### config.mk
export PLATFORM = sky130hd
export DESIGN_NAME = peripheral_div
export DESIGN_NICKNAME = d
export VERILOG_FILES = /design/src/rtl/div_pkg.sv /design/src/rtl/div_core.sv /design/src/rtl/peripheral_div.sv
export SDC_FILE = /design/constraint.sdc
export NUM_CORES = 1
export LEC_CHECK = 0
export CORE_MARGIN = 1.5
export CORE_UTILIZATION = 59
export CTS_BUF_LIST = sky130_fd_sc_hd__clkbuf_2 sky130_fd_sc_hd__clkbuf_4 sky130_fd_sc_hd__clkbuf_8
export CTS_CLUSTER_SIZE = 40
export DETAILED_ROUTE_END_ITERATION = 16
export PLACE_DENSITY = 0.8
export SYNTH_ARGS = -nofsm -noshare
export SYNTH_HDL_FRONTEND = slang
export SYNTH_SLANG_ARGS = --single-unit
### constraint.sdc
create_clock -name clk -period 2.9 [get_ports clk]
set_input_delay 0.29 -clock clk [delete_from_list [all_inputs] [get_ports clk]]
set_output_delay 0.29 -clock clk [all_outputs]
set_load 0.02 [all_outputs]
### src/rtl/div_pkg.sv
// Shared definitions for the memory-mapped divider: register offsets,
// STATUS bit positions and the controller state encoding.
package div_pkg;

  localparam logic [4:0] OFF_A      = 5'h00;
  localparam logic [4:0] OFF_B      = 5'h04;
  localparam logic [4:0] OFF_INIT   = 5'h08;
  localparam logic [4:0] OFF_STATUS = 5'h0C;
  localparam logic [4:0] OFF_QUOT   = 5'h10;
  localparam logic [4:0] OFF_REM    = 5'h14;

  localparam int unsigned ST_DONE = 0;
  localparam int unsigned ST_BUSY = 1;
  localparam int unsigned ST_DZ   = 2;

  typedef enum logic [1:0] {
    IDLE = 2'd0,
    RUN  = 2'd1,
    DONE = 2'd2
  } div_state_e;

endpackage

### src/rtl/div_core.sv
// Restoring divide datapath: one quotient bit per clock, WIDTH iterations
// after start_i. done_o flags the final iteration; quot_o/rem_o are valid then.
module div_core #(
  parameter int WIDTH = 16
) (
  input  logic             clk,
  input  logic             rst_n,
  input  logic             start_i,
  input  logic [WIDTH-1:0] dividend_i,
  input  logic [WIDTH-1:0] divisor_i,
  output logic             done_o,
  output logic [WIDTH-1:0] quot_o,
  output logic [WIDTH-1:0] rem_o
);

  localparam int CW = $clog2(WIDTH + 1);

  logic [CW-1:0]    count_q, count_d;
  logic [WIDTH:0]   prem_q, prem_d;
  logic [WIDTH-1:0] dvd_q, dvd_d;
  logic [WIDTH-1:0] dvs_q, dvs_d;
  logic [WIDTH-1:0] quot_q, quot_d;

  logic [WIDTH:0]   prem_sh;
  logic [WIDTH:0]   prem_nx;
  logic             q_bit;
  logic [WIDTH-1:0] quot_nx;

  // Shift the next dividend bit into the partial remainder, then subtract if it fits.
  always_comb begin
    prem_sh = (prem_q << 1) | (WIDTH + 1)'(dvd_q[WIDTH-1]);
    q_bit   = (prem_sh >= {1'b0, dvs_q});
    prem_nx = q_bit ? (prem_sh - {1'b0, dvs_q}) : prem_sh;
    quot_nx = {quot_q[WIDTH-2:0], q_bit};
  end

  always_comb begin
    count_d = count_q;
    prem_d  = prem_q;
    dvd_d   = dvd_q;
    dvs_d   = dvs_q;
    quot_d  = quot_q;
    if (start_i) begin
      count_d = CW'(WIDTH);
      prem_d  = '0;
      dvd_d   = dividend_i;
      dvs_d   = divisor_i;
      quot_d  = '0;
    end else if (count_q != '0) begin
      count_d = count_q - 1'b1;
      prem_d  = prem_nx;
      dvd_d   = dvd_q << 1;
      quot_d  = quot_nx;
    end
  end

  always_ff @(posedge clk or negedge rst_n) begin
    if (!rst_n) begin
      count_q <= '0;
      prem_q  <= '0;
      dvd_q   <= '0;
      dvs_q   <= '0;
      quot_q  <= '0;
    end else begin
      count_q <= count_d;
      prem_q  <= prem_d;
      dvd_q   <= dvd_d;
      dvs_q   <= dvs_d;
      quot_q  <= quot_d;
    end
  end

  assign done_o = (count_q == CW'(1));
  assign quot_o = quot_nx;
  assign rem_o  = prem_nx[WIDTH-1:0];

endmodule

### src/rtl/peripheral_div.sv
// Memory-mapped iterative divider: register decode, control FSM, sign fix-up
// and registered read port. Signed mode is built in with PERIPHERAL_DIV_SIGNED_EN.
//
//   state | meaning
//   IDLE  | no operation since reset
//   RUN   | div_core iterating, busy=1, operand and start writes ignored
//   DONE  | result in QUOT/REM, done (and dz) sticky until next start
module peripheral_div
  import div_pkg::*;
#(
  parameter int WIDTH = 16
) (
  input  logic        clk,
  input  logic        resetn,
  input  logic [31:0] d_in,
  input  logic        cs,
  input  logic [4:0]  addr,
  input  logic        rd,
  input  logic        wr,
  output logic [31:0] d_out
);

  div_state_e state_q, state_d;

  logic [WIDTH-1:0] a_q, a_d;
  logic [WIDTH-1:0] b_q, b_d;
  logic [WIDTH-1:0] quot_q, quot_d;
  logic [WIDTH-1:0] rem_q, rem_d;
  logic             done_q, done_d;
  logic             dz_q, dz_d;
  logic [31:0]      d_out_q, d_out_d;

  logic [4:0]       reg_off;
  logic [WIDTH-1:0] wdata;
  logic             wr_en, rd_en, start, core_start, core_done;
  logic [WIDTH-1:0] op_a, op_b, core_quot, core_rem, res_quot, res_rem;
  logic [2:0]       status;
  logic [31:0]      rd_data;

  assign reg_off    = addr & 5'h1C;
  assign wdata      = WIDTH'(d_in);
  assign wr_en      = cs & wr;
  assign rd_en      = cs & rd;
  assign start      = wr_en && (reg_off == OFF_INIT) && d_in[0] && (state_q != RUN);
  assign core_start = start && (b_q != '0);

`ifdef PERIPHERAL_DIV_SIGNED_EN
  logic neg_q_q, neg_q_d, neg_r_q, neg_r_d;
  logic a_neg, b_neg;

  assign a_neg    = d_in[1] & a_q[WIDTH-1];
  assign b_neg    = d_in[1] & b_q[WIDTH-1];
  assign op_a     = a_neg ? -a_q : a_q;
  assign op_b     = b_neg ? -b_q : b_q;
  assign res_quot = neg_q_q ? -core_quot : core_quot;
  assign res_rem  = neg_r_q ? -core_rem : core_rem;

  always_comb begin
    neg_q_d = neg_q_q;
    neg_r_d = neg_r_q;
    if (start) begin
      neg_q_d = a_neg ^ b_neg;
      neg_r_d = a_neg;
    end
  end

  always_ff @(posedge clk or negedge resetn) begin
    if (!resetn) begin
      neg_q_q <= 1'b0;
      neg_r_q <= 1'b0;
    end else begin
      neg_q_q <= neg_q_d;
      neg_r_q <= neg_r_d;
    end
  end
`else
  assign op_a     = a_q;
  assign op_b     = b_q;
  assign res_quot = core_quot;
  assign res_rem  = core_rem;
`endif

  div_core #(.WIDTH(WIDTH)) u_core (
    .clk        (clk),
    .rst_n      (resetn),
    .start_i    (core_start),
    .dividend_i (op_a),
    .divisor_i  (op_b),
    .done_o     (core_done),
    .quot_o     (core_quot),
    .rem_o      (core_rem)
  );

  always_comb begin
    status          = '0;
    status[ST_DONE] = done_q;
    status[ST_BUSY] = (state_q == RUN);
    status[ST_DZ]   = dz_q;
    case (reg_off)
      OFF_STATUS: rd_data = 32'(status);
      OFF_QUOT:   rd_data = 32'(quot_q);
      OFF_REM:    rd_data = 32'(rem_q);
      default:    rd_data = '0;
    endcase
  end

  always_comb begin
    state_d = state_q;
    a_d     = a_q;
    b_d     = b_q;
    quot_d  = quot_q;
    rem_d   = rem_q;
    done_d  = done_q;
    dz_d    = dz_q;
    d_out_d = d_out_q;

    if (rd_en) d_out_d = rd_data;

    if (wr_en && (state_q != RUN)) begin
      if (reg_off == OFF_A) a_d = wdata;
      if (reg_off == OFF_B) b_d = wdata;
    end

    case (state_q)
      IDLE, DONE: begin
        if (start) begin
          done_d = 1'b0;
          dz_d   = 1'b0;
          if (b_q == '0) begin
            state_d = DONE;
            quot_d  = '1;
            rem_d   = a_q;
            done_d  = 1'b1;
            dz_d    = 1'b1;
          end else begin
            state_d = RUN;
          end
        end
      end
      RUN: begin
        if (core_done) begin
          state_d = DONE;
          quot_d  = res_quot;
          rem_d   = res_rem;
          done_d  = 1'b1;
        end
      end
      default: state_d = IDLE;
    endcase
  end

  always_ff @(posedge clk or negedge resetn) begin
    if (!resetn) begin
      state_q <= IDLE;
      a_q     <= '0;
      b_q     <= '0;
      quot_q  <= '0;
      rem_q   <= '0;
      done_q  <= 1'b0;
      dz_q    <= 1'b0;
      d_out_q <= '0;
    end else begin
      state_q <= state_d;
      a_q     <= a_d;
      b_q     <= b_d;
      quot_q  <= quot_d;
      rem_q   <= rem_d;
      done_q  <= done_d;
      dz_q    <= dz_d;
      d_out_q <= d_out_d;
    end
  end

  assign d_out = d_out_q;

endmodule

* Word-level counts from Yosys, hierarchy flattened
Index checks and enable logic that the tools add are counted.
Storage, ports and cells: register bits after elaboration 168, bits of input ports 42, output and inout bits 32, logic and storage cells 76
Cells by class: add/subtract/negate cells 2, magnitude comparators 1, equal/unequal tests 12, multiplexer cells 26, bitwise gates (word level) 3, reductions and logical operators 19
Operator list (count):
- two-way mux 16 bit | 11
- case mux 16 bit (2 select lines) | 2
- case mux 16 bit (3 select lines) | 1
- two-way mux 15 bit | 2
- >= comparator 17 x 16 -> 1 bit | 1
- OR 17 x 1 -> 17 bit | 1
- logical NOT 16 bit | 1
- nonzero test 16 bit | 1
- subtractor 16 bit | 1
- two-way mux 5 bit | 2
- AND reduction 2 bit | 4
- equality test 3 x 2 -> 1 bit (second input constant) | 2
- equality test 3 bit (second input constant) | 2
- two-way mux 2 bit | 3
- != test 2 bit (second input constant) | 3
- equality test 5 x 1 -> 1 bit (second input constant) | 1
- logical AND 1 bit | 5
- logical NOT 5 bit | 1
- nonzero test 5 bit | 1
- subtractor 5 x 1 -> 5 bit (second input constant) | 1
- case mux 2 bit (2 select lines) | 1
- AND reduction 4 bit | 1
- nonzero test 2 bit | 2
- equality test 3 x 1 -> 1 bit (second input constant) | 1
- other kinds (9) | 12

* Logic depth before layout (Yosys ltp)
Gate-level depths: netlist of the first run.
word-level depth 6, depth in mapped cells 11

* Cells and area by module
From an unflattened synthesis of the first run, not the netlist that was laid out.
Second synthesis, totals: cells, all modules 755, area total of the unflattened synthesis 7967.6 sq um
By module, submodules not included:
- div_core | times used 1, cells each 475, area an instance 4182.8 sq um, seq. area each 1701.6 sq um
- peripheral_div | times used 1, cells each 280, area an instance 3784.9 sq um, seq. area each 2102.0 sq um

* Worst setup path before layout of the first run
Ideal clock, no wire load.
path type register to register, from reg u_core.dvd_q[15], to reg u_core.prem_q[14], setup time 137 ps, arrival 2234 ps, required time 2763 ps, path slack 529 ps, stages on the path, launching flop included 12, buffers on the path 0, path through dfrtp_1 inv_1 ha_1 inv_1 fa_1 a21o_1 a22o_1 o31a_1 a41oi_1 xnor2_1 mux2i_1 a21oi_1
On the way: cells in the longest elaborated chain, start to end 5, elaborated cells between the ends (all ways) 6, classes of those cells add/sub (1); order compare (1); mux (3); bitwise (1)
RTL lines:
- from (decl) | RTL line div_core.sv:20 | logic [WIDTH-1:0] dvd_q, dvd_d;
- from (signal assigned) | RTL line div_core.sv:67 | dvd_q <= dvd_d;
- OR 17 x 1 -> 17 bit (*) | RTL line div_core.sv:31 | prem_sh = (prem_q << 1) | (WIDTH + 1)'(dvd_q[WIDTH-1]);
- subtractor 16 bit / >= comparator 17 x 16 -> 1 bit (equally long branches) | RTL line div_core.sv:33, div_core.sv:32
- two-way mux 16 bit (*) | RTL line div_core.sv:33 | prem_nx = q_bit ? (prem_sh - {1'b0, dvs_q}) : prem_sh;
- two-way mux 16 bit (*) | RTL line div_core.sv:49 | end else if (count_q != '0) begin
- two-way mux 16 bit (*) | RTL line div_core.sv:43 | if (start_i) begin
- to (signal assigned) | RTL line div_core.sv:66 | prem_q <= prem_d;
- to (decl) | RTL line div_core.sv:19 | logic [WIDTH:0] prem_q, prem_d;
Every way passes the cells marked *; elsewhere a longest branch is shown, timed or not. The select of a mux whose other input is x is not followed. A chain may end at the register's enable or synchronous reset.

* Worst setup path after layout of the first run
from reg u_core.dvd_q[15], to reg u_core.prem_q[12]
Same word-level chain as after synthesis.

==> flow_summary.toml, run 1 <==
[critical_path]
crit_family = "compound AO/OA/AOI/OAI gates"
critPathMostFrequentCell = "inv_1"
ff2ff_path_depth = 11
max_stage_delay_ps = 400
rr_startpoint = "u_core.dvd_q[15]"
critPathRequiredTime_ps = 3210
startpoint_type = "register"
worstSetupPathType = "reg -> reg"
cp_data_arrival_time_ps = 2990
endpoint_kind = "register"
critPathMaxFanout = 3
crit_buf_inv = 2
r2r_slack_ps = 220
cp_cell_sequence = "inv_1 -> ha_1 -> inv_1 -> fa_1 -> a21o_1 -> a22o_1 -> o31a_1 -> a21boi_0 -> xnor2_1 -> mux2i_1 -> a21oi_1"
slowest_stage = "fa_1"
r2r_end = "u_core.prem_q[12]"

[finish]
fin_cells = 935
fin_nets = 816
fillers = 934
syn_to_final_growth_pct = 12.6
diodes = 0
drive_gt1_frac = 0.128
multi_input_area_sq_mm = 0.00324
seqCellArea_sq_mm = 0.00380

[detailed_routing]
remaining_drc_errors = 0
drtAntennaViolNets = 0
drtIter0Drc = 499
wl_per_cell_microns = 17.2
viasPerCell = 5.84
drt_wl_total_mm = 16.1
first_pass_iters = 6
num_vias = 5458

[power]
power_switching_uw = 3440
p_int_uw = 5460
comb_power_share = 0.428
clkPwrFrac = 0.179
max-vdd-ir-drop_mv = 0.478
p_seq_frac = 0.392
power.leakage_uw = 0.00371
powerDensity_mw_per_mm2 = 1070
switching_share = 0.387

[min_path]
worstHoldPathType = "in -> async"

[timing]
rsz0062_at_grt = "false"
setup_viol = 0
final.setup_skew_ps = 10.2
hold_viol = 0
drv_slew = 0
tns_ps = 0
tightest_slew_ps = 674
min_period_ps = 2680
slew_headroom = 0.550
fin_crit_sh = 0.924
fmax_mhz = 373

[clocking]
clock_latency_ps = 450
cts.clk_slew.worst_paths_ps = 80
cts_max_path_buffers = 2
cts-root-buf = "clkbuf_8"
cts-htree-levels = 4
numCtsBuffers = 17
clock-sinks = 152
cts_tree = "yes"
post-cts-setup-buffers = 0

[job]
maxCapViolCount = 0

[placed_design]
hpwl_mm = 11.6
gp_congestion = 0.864
io_buffers = 39
post-place-cells = 902

[logic_synthesis]
synth_common_cells = "dfrtp_1, nand2_1, o21ai_0"
synth_area_per_cell_sq_um = 10.3
synth_seq_area_share = 0.516
ys_ff_latch = 152
synthDistinctLibCells = 63
synth-edff-count = 0
synth_warnings = 0
synth_flop_cell = "dfrtp_1"
synth_area_sq_mm = 0.00737
async_flop_share = 1.00
synth_top_area_frac = 0.516
post-synth-top-area-cell = "dfrtp_1"
syn_inst = 717
yosys.cell_count.top_type = "dfrtp_1"
ys_top_cells_by_area = "dfrtp_1, nand2_1, mux2_2, mux2i_1, o21ai_0"

[global_routing]
grt_pass1_wl_mm = 27.0
first_global_vias = 5482
grt_max_degree = 77
grtUsageMet3 = 0.0490
grt_overflow = 0
antenna_found_initial = 0
met2_usage = 0.428
grt_most_used_layer = "met2"
gr-usage-met1 = 0.369
grt.total_usage = 0.266

[floorplanning]
rows = 40
die_y_microns = 115
die_area_sq_mm = 0.0132
start_util = 0.608
core_sq_mm = 0.0121
die_w_microns = 115
ios = 74

[status]
status = "finished clean"
cells in the final DEF, fill, tap and decap left out, drive strengths merged, types with 3 or more instances in the layout:
cell type / instances
clkinv: 4
nor4: 9
a21oi: 51
nor2: 30
a31oi: 16
clkinvlp: 4
inv: 24
a21o: 4
o21a: 4
o22a: 15
nor2b: 3
nand2: 115
and3: 4
xnor2: 9
o21ai: 63
nand2b: 4
buf: 17
nand3: 8
conb: 16
o22ai: 9
xor2: 5
nor3: 6
mux2: 34
mux2i: 29
ha: 19
nand4: 4
a22o: 4
a211oi: 3
dfrtp: 152
clkbuf: 21
clkdlybuf4s50: 38
a22oi: 11
o211ai: 4
routing by layer:
layer | part of all wire | routed length [microns]
met1 | 0.46 | 7320
met2 | 0.48 | 7740
met3 | 0.049 | 795
met4 | 0.013 | 203
met5 | 0 | 0
timing repair:
action / CTS / global route
gates resized for setup: 0 / 0
setup endpoints to repair: 0 / 0
hold buffers: 1 / 0
hold endpoints to repair: 74 / 0
stage by stage:
step / worst slack, ps / hold WS [ps] / util / area (sq um) / total power [uW]
floorplan: 529 / -5.59 / - / 7430 / 6330
global placement: 262 / 357 / 0.652 / 7890 / 7120
detailed placement: 228 / 365 / 0.652 / 7890 / 7290
CTS: 237 / 437 / 0.685 / 8300 / 8900
global route: 42.1 / 471 / 0.685 / 8300 / 9520
finish: 221 / 434 / 0.685 / 8300 / 8900
sequential cells by signal, indices dropped and copies added (netlist names):
name	cells
dz_q	1
u_core.dvd_q	16
b_q	16
u_core.count_q	5
a_q	16
rem_q	16
u_core.dvs_q	16
u_core.quot_q	15
done_q	1
state_q	2
quot_q	16
u_core.prem_q	16
d_out	16
cell families (layout without fill, tap and decap cells):
group / Yosys count / in the layout / share of synthesized area
buf+inv: 76 / 111 / 0.0530
fa+ha+maj: 20 / 20 / 0.0350
mux: 63 / 63 / 0.0919
simple gates: 193 / 193 / 0.119
xor+xnor: 14 / 14 / 0.0166
compound gates: 198 / 198 / 0.168
flops: 152 / 152 / 0.516
other cells: 1 / 16 / 0.000509
worst max path at each step:
stage,to,slack [ps],cells after the start,from
floorplan,u_core.prem_q[14],530,11,u_core.dvd_q[15]
detailed placement,u_core.prem_q[14],230,11,u_core.dvd_q[15]
global route,u_core.prem_q[14],40,11,u_core.dvd_q[15]
finish,u_core.prem_q[12],220,11,u_core.dvd_q[15]
CTS,u_core.prem_q[14],240,11,u_core.dvd_q[15]
global placement,u_core.prem_q[14],260,11,u_core.dvd_q[15]
final cells by class:
cell class	count	area share
flip-flops and latches	152	0.458
multi-input cells	504	0.391
repair buffers	56	0.0674
clock buffers	21	0.0333
well taps	168	0.0253
clock inverters	11	0.0148
inverters	23	0.0104
power groups by stage:
stage | combinational, uW | sequential, uW | clock [uW]
after CTS | 3790 | 3480 | 1630
after floorplan | 3010 | 3320 | 0
after global routing | 4240 | 3580 | 1700
final | 3810 | 3490 | 1590
after global placement | 3650 | 3470 | 0
after detailed placement | 3780 | 3510 | 0
Power figures use the tool's default switching activity.
==> inputs of run 2 (changes only) <==
--- a/config.mk
+++ b/config.mk
@@ -6,10 +6,12 @@
 export NUM_CORES = 1
 export LEC_CHECK = 0
 export CORE_MARGIN = 1.5
-export CORE_UTILIZATION = 59
+export CORE_UTILIZATION = 66
 export CTS_BUF_LIST = sky130_fd_sc_hd__clkbuf_2 sky130_fd_sc_hd__clkbuf_4 sky130_fd_sc_hd__clkbuf_8
 export CTS_CLUSTER_SIZE = 40
 export DETAILED_ROUTE_END_ITERATION = 16
+export DONT_BUFFER_PORTS = 1
+export GPL_ROUTABILITY_DRIVEN = 0
 export PLACE_DENSITY = 0.8
 export SYNTH_ARGS = -nofsm -noshare
 export SYNTH_HDL_FRONTEND = slang
==> flow_summary.toml, run 2 (synthesized netlist as in run 1, its figures left out) <==
[critical_path]
critPathMaxFanout = 3
critPathRequiredTime_ps = 3230
cp_data_arrival_time_ps = 3030
r2r_slack_ps = 200
endpoint_kind = "register"
worstSetupPathType = "reg -> reg"
startpoint_type = "register"

[detailed_routing]
viasPerCell = 6.29
remaining_drc_errors = 0
wl_per_cell_microns = 19.1
drtAntennaViolNets = 0
drt_wl_total_mm = 16.8
first_pass_iters = 6
drtIter0Drc = 454
num_vias = 5531

[clocking]
post-cts-setup-buffers = 0
clock_latency_ps = 470
cts-root-buf = "clkbuf_8"
cts-htree-levels = 4
hold_buffers = 16
cts.clk_slew.worst_paths_ps = 80
cts_repair_resize_count = 0
cts_tree = "yes"
clock-sinks = 152
cts_max_path_buffers = 2
numCtsBuffers = 17

[job]
maxCapViolCount = 0

[power]
powerDensity_mw_per_mm2 = 1140
max-vdd-ir-drop_mv = 0.826
power.leakage_uw = 0.00367

[status]
status = "complete, but fails checks"
failed_checks = "negative hold slack"

[finish]
diodes = 0
drive_gt1_frac = 0.127
syn_to_final_growth_pct = 9.73
final_cell_mix = "dfrtp_1, nand2_1, o21ai_0, a21oi_1, mux2_2"
final_area_sq_mm = 0.00809
layout_commonest_cell = "dfrtp_1"
fin_nets = 789
final_util = 0.746

[placed_design]
postPlaceCellArea_sq_mm = 0.00743
io_buffers = 0
hpwl_mm = 11.3

[floorplanning]
start_util = 0.680
rows = 38
core_sq_mm = 0.0108
die_area_sq_mm = 0.0118
die_w_microns = 109
ios = 74
die_y_microns = 109

[timing]
tightest_slew_ps = 714
final.setup_skew_ps = 12.0
hold_viol = 152
hold_ws_ps = -485
setup_viol = 0
fmax_mhz = 371
tns_ps = 0
rsz0062_at_grt = "false"
drv_slew = 0
slew_headroom = 0.521
fin_crit_sh = 0.930
min_period_ps = 2700

[global_routing]
grt_pass1_wl_mm = 27.2
grt.total_usage = 0.309
first_global_vias = 5487
grt_max_degree = 153
antenna_found_initial = 0
grt_overflow = 0

[min_path]
worstHoldPathType = "in -> async"
## run 2: worst max-delay path, cell delays in order (launching register included)
cell and delay (ps):
dfrtp_1 390, inv_1 100, ha_1 190, inv_1 60, fa_1 410, a21o_1 210
a22o_1 230, o31a_1 330, a21boi_0 230, xnor2_1 80, mux2i_1 220, a21oi_1 100
## run 2: where the power goes
group	switching (uW)	leakage, uW	total (uW)	internal (uW)
Combinational	2020	0.00153	3700	1680
Sequential	645	0.00189	3540	2890
Clock	765	0.000255	1980	1220
Total	3430	0.00367	9220	5790
## run 2: metrics by stage
step	hold slack [ps]	total power, uW	cells	setup WS [ps]
final	-485	9220	880	202
after global routing	-512	9780	880	44.5
after CTS	-508	9160	880	226
after detailed placement	-2.27	7160	832	290
after global placement	-0.528	6890	832	342
after floorplan	-5.59	6330	732	529
## run 2: worst paths after layout
path	startpoint	to	depth (start not counted)
min in group clk	addr[2]	d_out[0]	2
setup reg to reg	u_core.dvd_q[15]	u_core.prem_q[12]	11
hold reg to reg	dz_q	dz_q	2
max in group asynchronous	resetn	u_core.dvd_q[11]	0
setup / recovery	u_core.dvd_q[15]	u_core.prem_q[12]	11
hold / removal	resetn	d_out[12]	0
## run 2: cell type report
class / count / area, sq um
Sequential cell: 152 / 3800
Multi-Input combinational cell: 504 / 3240
Fill cell: 729 / 2750
Clock buffer: 24 / 305
Timing Repair Buffer: 29 / 283
Clock inverter: 8 / 190
Tap cell: 140 / 175
Inverter: 23 / 86.3
## run 2: metal layers
metal,part of all wire,wire length [microns],vias up,GRT usage
met5,0,0,-,0
met4,0.017,286,0,0.124
met3,0.045,756,36,0.0574
met2,0.50,8340,174,0.500
met1,0.44,7450,2790,0.414
li1,-,-,2531,-
